File: src/rtl/fixed_point_accumulator.sv
// Signed Q9.7 accumulator for a sequential Booth multiplier: sums term_count products.
// Build option: define ACC_SATURATE_EN to clamp overflowing adds instead of wrapping.
module fixed_point_accumulator #(
  parameter int TERM_W = 8
) (
  input  logic                     clk,
  input  logic                     rst_n,
  input  logic                     start,
  input  logic [TERM_W-1:0]        term_count,
  input  logic signed [15:0]       product,
  input  logic                     product_overflow,
  input  logic                     product_finish,
  output logic signed [15:0]       sum,
  output logic                     sum_valid,
  output logic                     overflow_flag,
  output logic                     busy
);

`ifdef ACC_SATURATE_EN
  localparam bit SAT_EN = 1'b1;
`else
  localparam bit SAT_EN = 1'b0;
`endif

  typedef enum logic [1:0] {
    S_IDLE  = 2'd0,
    S_ACCUM = 2'd1,
    S_DONE  = 2'd2
  } state_t;

  state_t                  r_state;
  state_t                  w_next_state;
  logic                    r_finish_q;
  logic signed [15:0]      r_sum;
  logic                    r_ovf;
  logic [TERM_W-1:0]       r_remaining;

  logic                    w_accept;
  logic                    w_take;
  logic signed [16:0]      w_sum_ext;
  logic                    w_add_ovf;
  logic signed [15:0]      w_sum_next;

  // The 17-bit sum is exact, so on overflow its bit 16 carries the true sign.
  function automatic logic signed [15:0] fit16(input logic signed [16:0] s,
                                               input logic             ovf);
    logic signed [15:0] r;
    r = s[15:0];
    if (SAT_EN && ovf) begin
      r = s[16] ? 16'sh8000 : 16'sh7FFF;
    end
    return r;
  endfunction

  function automatic logic add_overflow(input logic a_sign, input logic b_sign,
                                        input logic r_sign);
    return (a_sign == b_sign) && (r_sign != a_sign);
  endfunction

  assign w_accept   = product_finish & ~r_finish_q;
  assign w_take     = w_accept && (r_state == S_ACCUM);
  assign w_sum_ext  = {r_sum[15], r_sum} + {product[15], product};
  assign w_add_ovf  = add_overflow(r_sum[15], product[15], w_sum_ext[15]);
  assign w_sum_next = fit16(w_sum_ext, w_add_ovf);

  always_ff @(posedge clk or negedge rst_n) begin
    if (!rst_n) begin
      r_state <= S_IDLE;
    end else begin
      r_state <= w_next_state;
    end
  end

  // A new start always wins, whatever state the block is in.
  always_comb begin
    w_next_state = r_state;
    if (start) begin
      w_next_state = (term_count != '0) ? S_ACCUM : S_DONE;
    end else begin
      case (r_state)
        S_IDLE:  w_next_state = S_IDLE;
        S_ACCUM: if (w_accept && (r_remaining == TERM_W'(1))) w_next_state = S_DONE;
        S_DONE:  w_next_state = S_IDLE;
        default: w_next_state = S_IDLE;
      endcase
    end
  end

  always_comb begin
    busy      = 1'b0;
    sum_valid = 1'b0;
    case (r_state)
      S_ACCUM: busy      = 1'b1;
      S_DONE:  sum_valid = 1'b1;
      default: ;
    endcase
  end

  // finish_q resets high so a level already present at reset release is not an edge.
  always_ff @(posedge clk or negedge rst_n) begin
    if (!rst_n) begin
      r_finish_q  <= 1'b1;
      r_sum       <= '0;
      r_ovf       <= 1'b0;
      r_remaining <= '0;
    end else begin
      r_finish_q <= product_finish;
      if (start) begin
        r_sum       <= '0;
        r_ovf       <= 1'b0;
        r_remaining <= term_count;
      end else if (w_take) begin
        r_sum <= w_sum_next;
        r_ovf <= r_ovf | product_overflow | w_add_ovf;
        if (r_remaining != '0) begin
          r_remaining <= r_remaining - TERM_W'(1);
        end
      end
    end
  end

  assign sum           = r_sum;
  assign overflow_flag = r_ovf;

endmodule

File: config.mk
export PLATFORM = sky130hd
export DESIGN_NAME = fixed_point_accumulator
export DESIGN_NICKNAME = d
export VERILOG_FILES = /design/src/rtl/fixed_point_accumulator.sv
export SDC_FILE = /design/constraint.sdc
export NUM_CORES = 1
export LEC_CHECK = 0
export BUFFER_PORTS_ARGS = -buffer_cell sky130_fd_sc_hd__buf_2
export CORE_MARGIN = 1
export CORE_UTILIZATION = 58
export DETAILED_ROUTE_END_ITERATION = 16
export PLACE_DENSITY_LB_ADDON = 0.05
export RECOVER_POWER = 25
export SLEW_MARGIN = 20
export SYNTH_ARGS = -nofsm -noshare
export SYNTH_HDL_FRONTEND = slang
export SYNTH_SLANG_ARGS = --single-unit
File: constraint.sdc
create_clock -name clk -period 3.6 [get_ports clk]
set_input_delay 0.54 -clock clk [delete_from_list [all_inputs] [get_ports clk]]
set_output_delay 0.54 -clock clk [all_outputs]
set_load 0.02 [all_outputs]
==> results.py <==
metrics = {
    "outcome": {
        "status": "finished with violations",
        "failed_checks": "max-capacitance violations, max-slew violations",
    },
    "worst_setup_path": {
        "reg2reg_setup_slack_ps": 1210,
        "required_ps": 3860,
        "critPathLaunchType": "register",
        "r2r_start": "sum[0]$_DFFE_PN0P_",
        "path_class": "reg -> reg",
        "cp_max_fo": 3,
        "arrival_ps": 2650,
        "crit_start": "sum[0]$_DFFE_PN0P_",
        "endpoint_kind": "register",
        "reg2regPathDepth": 8,
        "crit-reg2reg-capture": "sum[12]$_DFFE_PN0P_",
    },
    "min_path": {
        "hold_start": "product_finish",
        "holdPathEnd": "r_finish_q$_DFF_PN1_",
        "min_path_type": "in -> reg",
        "hold_path_depth": 1,
    },
    "clock_network": {
        "cts_sinks": 28,
        "cts_buffer_depth": 2,
        "h-tree-depth": 1,
        "insertion_delay_ps": 350,
        "cts_tree": "done",
        "cts_hold_buf": 0,
        "post_cts_buffers": 0,
        "cts_root_buf": "clkbuf_4",
        "cts_inserted_buffers": 3,
        "clk_pin_slew_ps": 160,
        "cts_resized": 0,
    },
    "sta": {
        "worst_pin_slew_ps": 1550,
        "relSlewSlack_pct": -3.29,
        "hold_ws_ps": 289,
        "tns_ps": 0,
        "timing.final.crit_share_pct": 66.5,
        "setup_viol": 0,
        "slew_viol_final": 29,
        "clock.fmax_mhz": 418,
        "setup_ws_ps": 1210,
        "fin_skew_ps": 11.6,
        "min_period_ps": 2390,
        "hold_viol": 0,
        "rsz0062_at_grt": "no",
    },
    "placed_design": {
        "post-place-ws_ps": 977,
        "dp.final_hpwl_mm": 3.35,
        "place.gp.congestion": 0.840,
        "portBuffers": 47,
    },
    "cells_and_area": {
        "nets": 325,
        "antennaDiodeCount": 0,
        "multiInputGateArea_mm2": 0.00135,
        "layout_common_cells": "buf_2 (46), nand2_1 (30), dfrtp_1 (27), a21oi_1 (19), ha_1 (17)",
        "fillCellCount": 307,
        "layout_commonest_cell": "buf_2",
        "area_growth_pct": 14.9,
        "drive_above_1_share_pct": 24.5,
        "register_area_um2": 702,
    },
    "synth": {
        "syn_avg_cell_area_um2": 9.03,
        "synth_area_mm2": 0.00211,
        "ys_seq_elements": 28,
        "synthesis.nets": 281,
        "synth_edf_count": 0,
        "synth_ff_type": "dfrtp_1",
        "synthArstFlopShare_pct": 100,
        "synth_cell_type_count": 54,
        "ys_seq_area_share_pct": 33.2,
        "ys_warn_count": 0,
        "synth_cells": 234,
    },
    "routing": {
        "ant_nets": 0,
        "wl_per_cell_um": 14.2,
        "drt_pass1_iterations": 4,
        "dr_total_vias": 1911,
        "post-route-drc-count": 0,
        "vias_per_cell": 5.92,
        "drt_iter0_drc": 85,
        "wirelength_mm": 4.60,
    },
    "pwr": {
        "pwr_density_cell_mw_per_mm2": 319,
        "leakage_uw": 0.00115,
        "peakVddDrop_mv": 0.226,
        "total_power_uw": 775,
    },
    "global_route": {
        "grt_pass1_wl_mm": 7.57,
        "antenna_found_initial": 0,
        "first_global_vias": 1717,
        "grt_use_total_pct": 24.0,
        "grt_max_degree": 36,
        "overflow": 0,
    },
    "floorplanning": {
        "coreArea_mm2": 0.00342,
        "ios": 48,
        "dieArea_mm2": 0.00389,
        "dieHeight_um": 62.3,
        "die_x_um": 62.3,
        "initial_core_util_pct": 61.8,
        "num_rows": 21,
    },
    "job": {
        "cap_violations": 1,
    },
}
## metrics by stage
stage / cells / util, % / instance area, um^2
floorplan: 234 / - / 2110
global placement: 319 / 69.6 / 2380
detailed placement: 319 / 69.6 / 2380
CTS: 323 / 71.1 / 2430
global route: 323 / 71.1 / 2430
finish: 323 / 71.1 / 2430
## cells by family after synthesis
| kind of cell | share of synthesized area, % |
|---|---|
| compound gates | 26.8 |
| xor+xnor | 4.98 |
| fa+ha+maj | 11.0 |
| buf+inv | 2.96 |
| flops | 33.2 |
| mux | 1.48 |
| simple gates | 19.5 |
## layer usage
layer  GRT usage (%)  vias to the layer above  routed length [um]
met5               0                        -                   0
met4            7.56                        0                  39
met3            2.02                        4                 143
met2            41.6                       45                2220
met1            31.6                      896                2200
li1                -                      966                   -
## worst max path at each step
stage	to	slack, ps	cells after the start
floorplan	sum[12]$_DFFE_PN0P_	1210	8
global placement	sum[12]$_DFFE_PN0P_	1010	9
detailed placement	sum[12]$_DFFE_PN0P_	980	9
CTS	sum[12]$_DFFE_PN0P_	1220	8
global route	sum[12]$_DFFE_PN0P_	1080	8
finish	sum[12]$_DFFE_PN0P_	1210	8
## synthesized netlist by cell type (6+ instances only)
| cell type | count | area, um^2 |
|---|---|---|
| nand3_1 | 8 | 40.0 |
| nand2_1 | 30 | 113 |
| ha_1 | 17 | 213 |
| a211oi_1 | 8 | 60.1 |
| xnor2_1 | 9 | 78.8 |
| o21ai_1 | 6 | 30.0 |
| clkbuf_1 | 7 | 26.3 |
| dfrtp_1 | 27 | 676 |
| o21ai_0 | 10 | 50.1 |
| a21oi_1 | 19 | 95.1 |
| nor3_1 | 6 | 30.0 |
| nor2_1 | 11 | 41.3 |
## where the power goes
| group | leakage, uW | switching (uW) | internal [uW] |
|---|---|---|---|
| logic | 0.000762 | 121 | 83.5 |
| clock network | 0.0000279 | 101 | 113 |
| registers | 0.000365 | 21.9 | 335 |
| total | 0.00115 | 244 | 531 |
## critical path: stages, from the launching register on
cell      delay [ps]
dfrtp_1          420
ha_1             230
fa_1             460
a211oi_2         250
o21bai_1         140
o2111a_2         290
o41ai_2          300
or4_1            150
nand3_1           60
## layout make-up
| class | instances | area share, % |
|---|---|---|
| Inverter | 5 | 0.773 |
| Multi-Input combinational cell | 191 | 55.5 |
| Clock inverter | 1 | 1.24 |
| Timing Repair Buffer | 49 | 10.3 |
| Tap cell | 46 | 2.37 |
| Sequential cell | 28 | 28.9 |
| Clock buffer | 3 | 0.928 |
## flip-flops by register name, summed over array words and instances (netlist names)
signal         flops
r_state            2
sum               16
r_finish_q         1
r_remaining        8
overflow_flag      1
(Power assumes the default switching activity.)
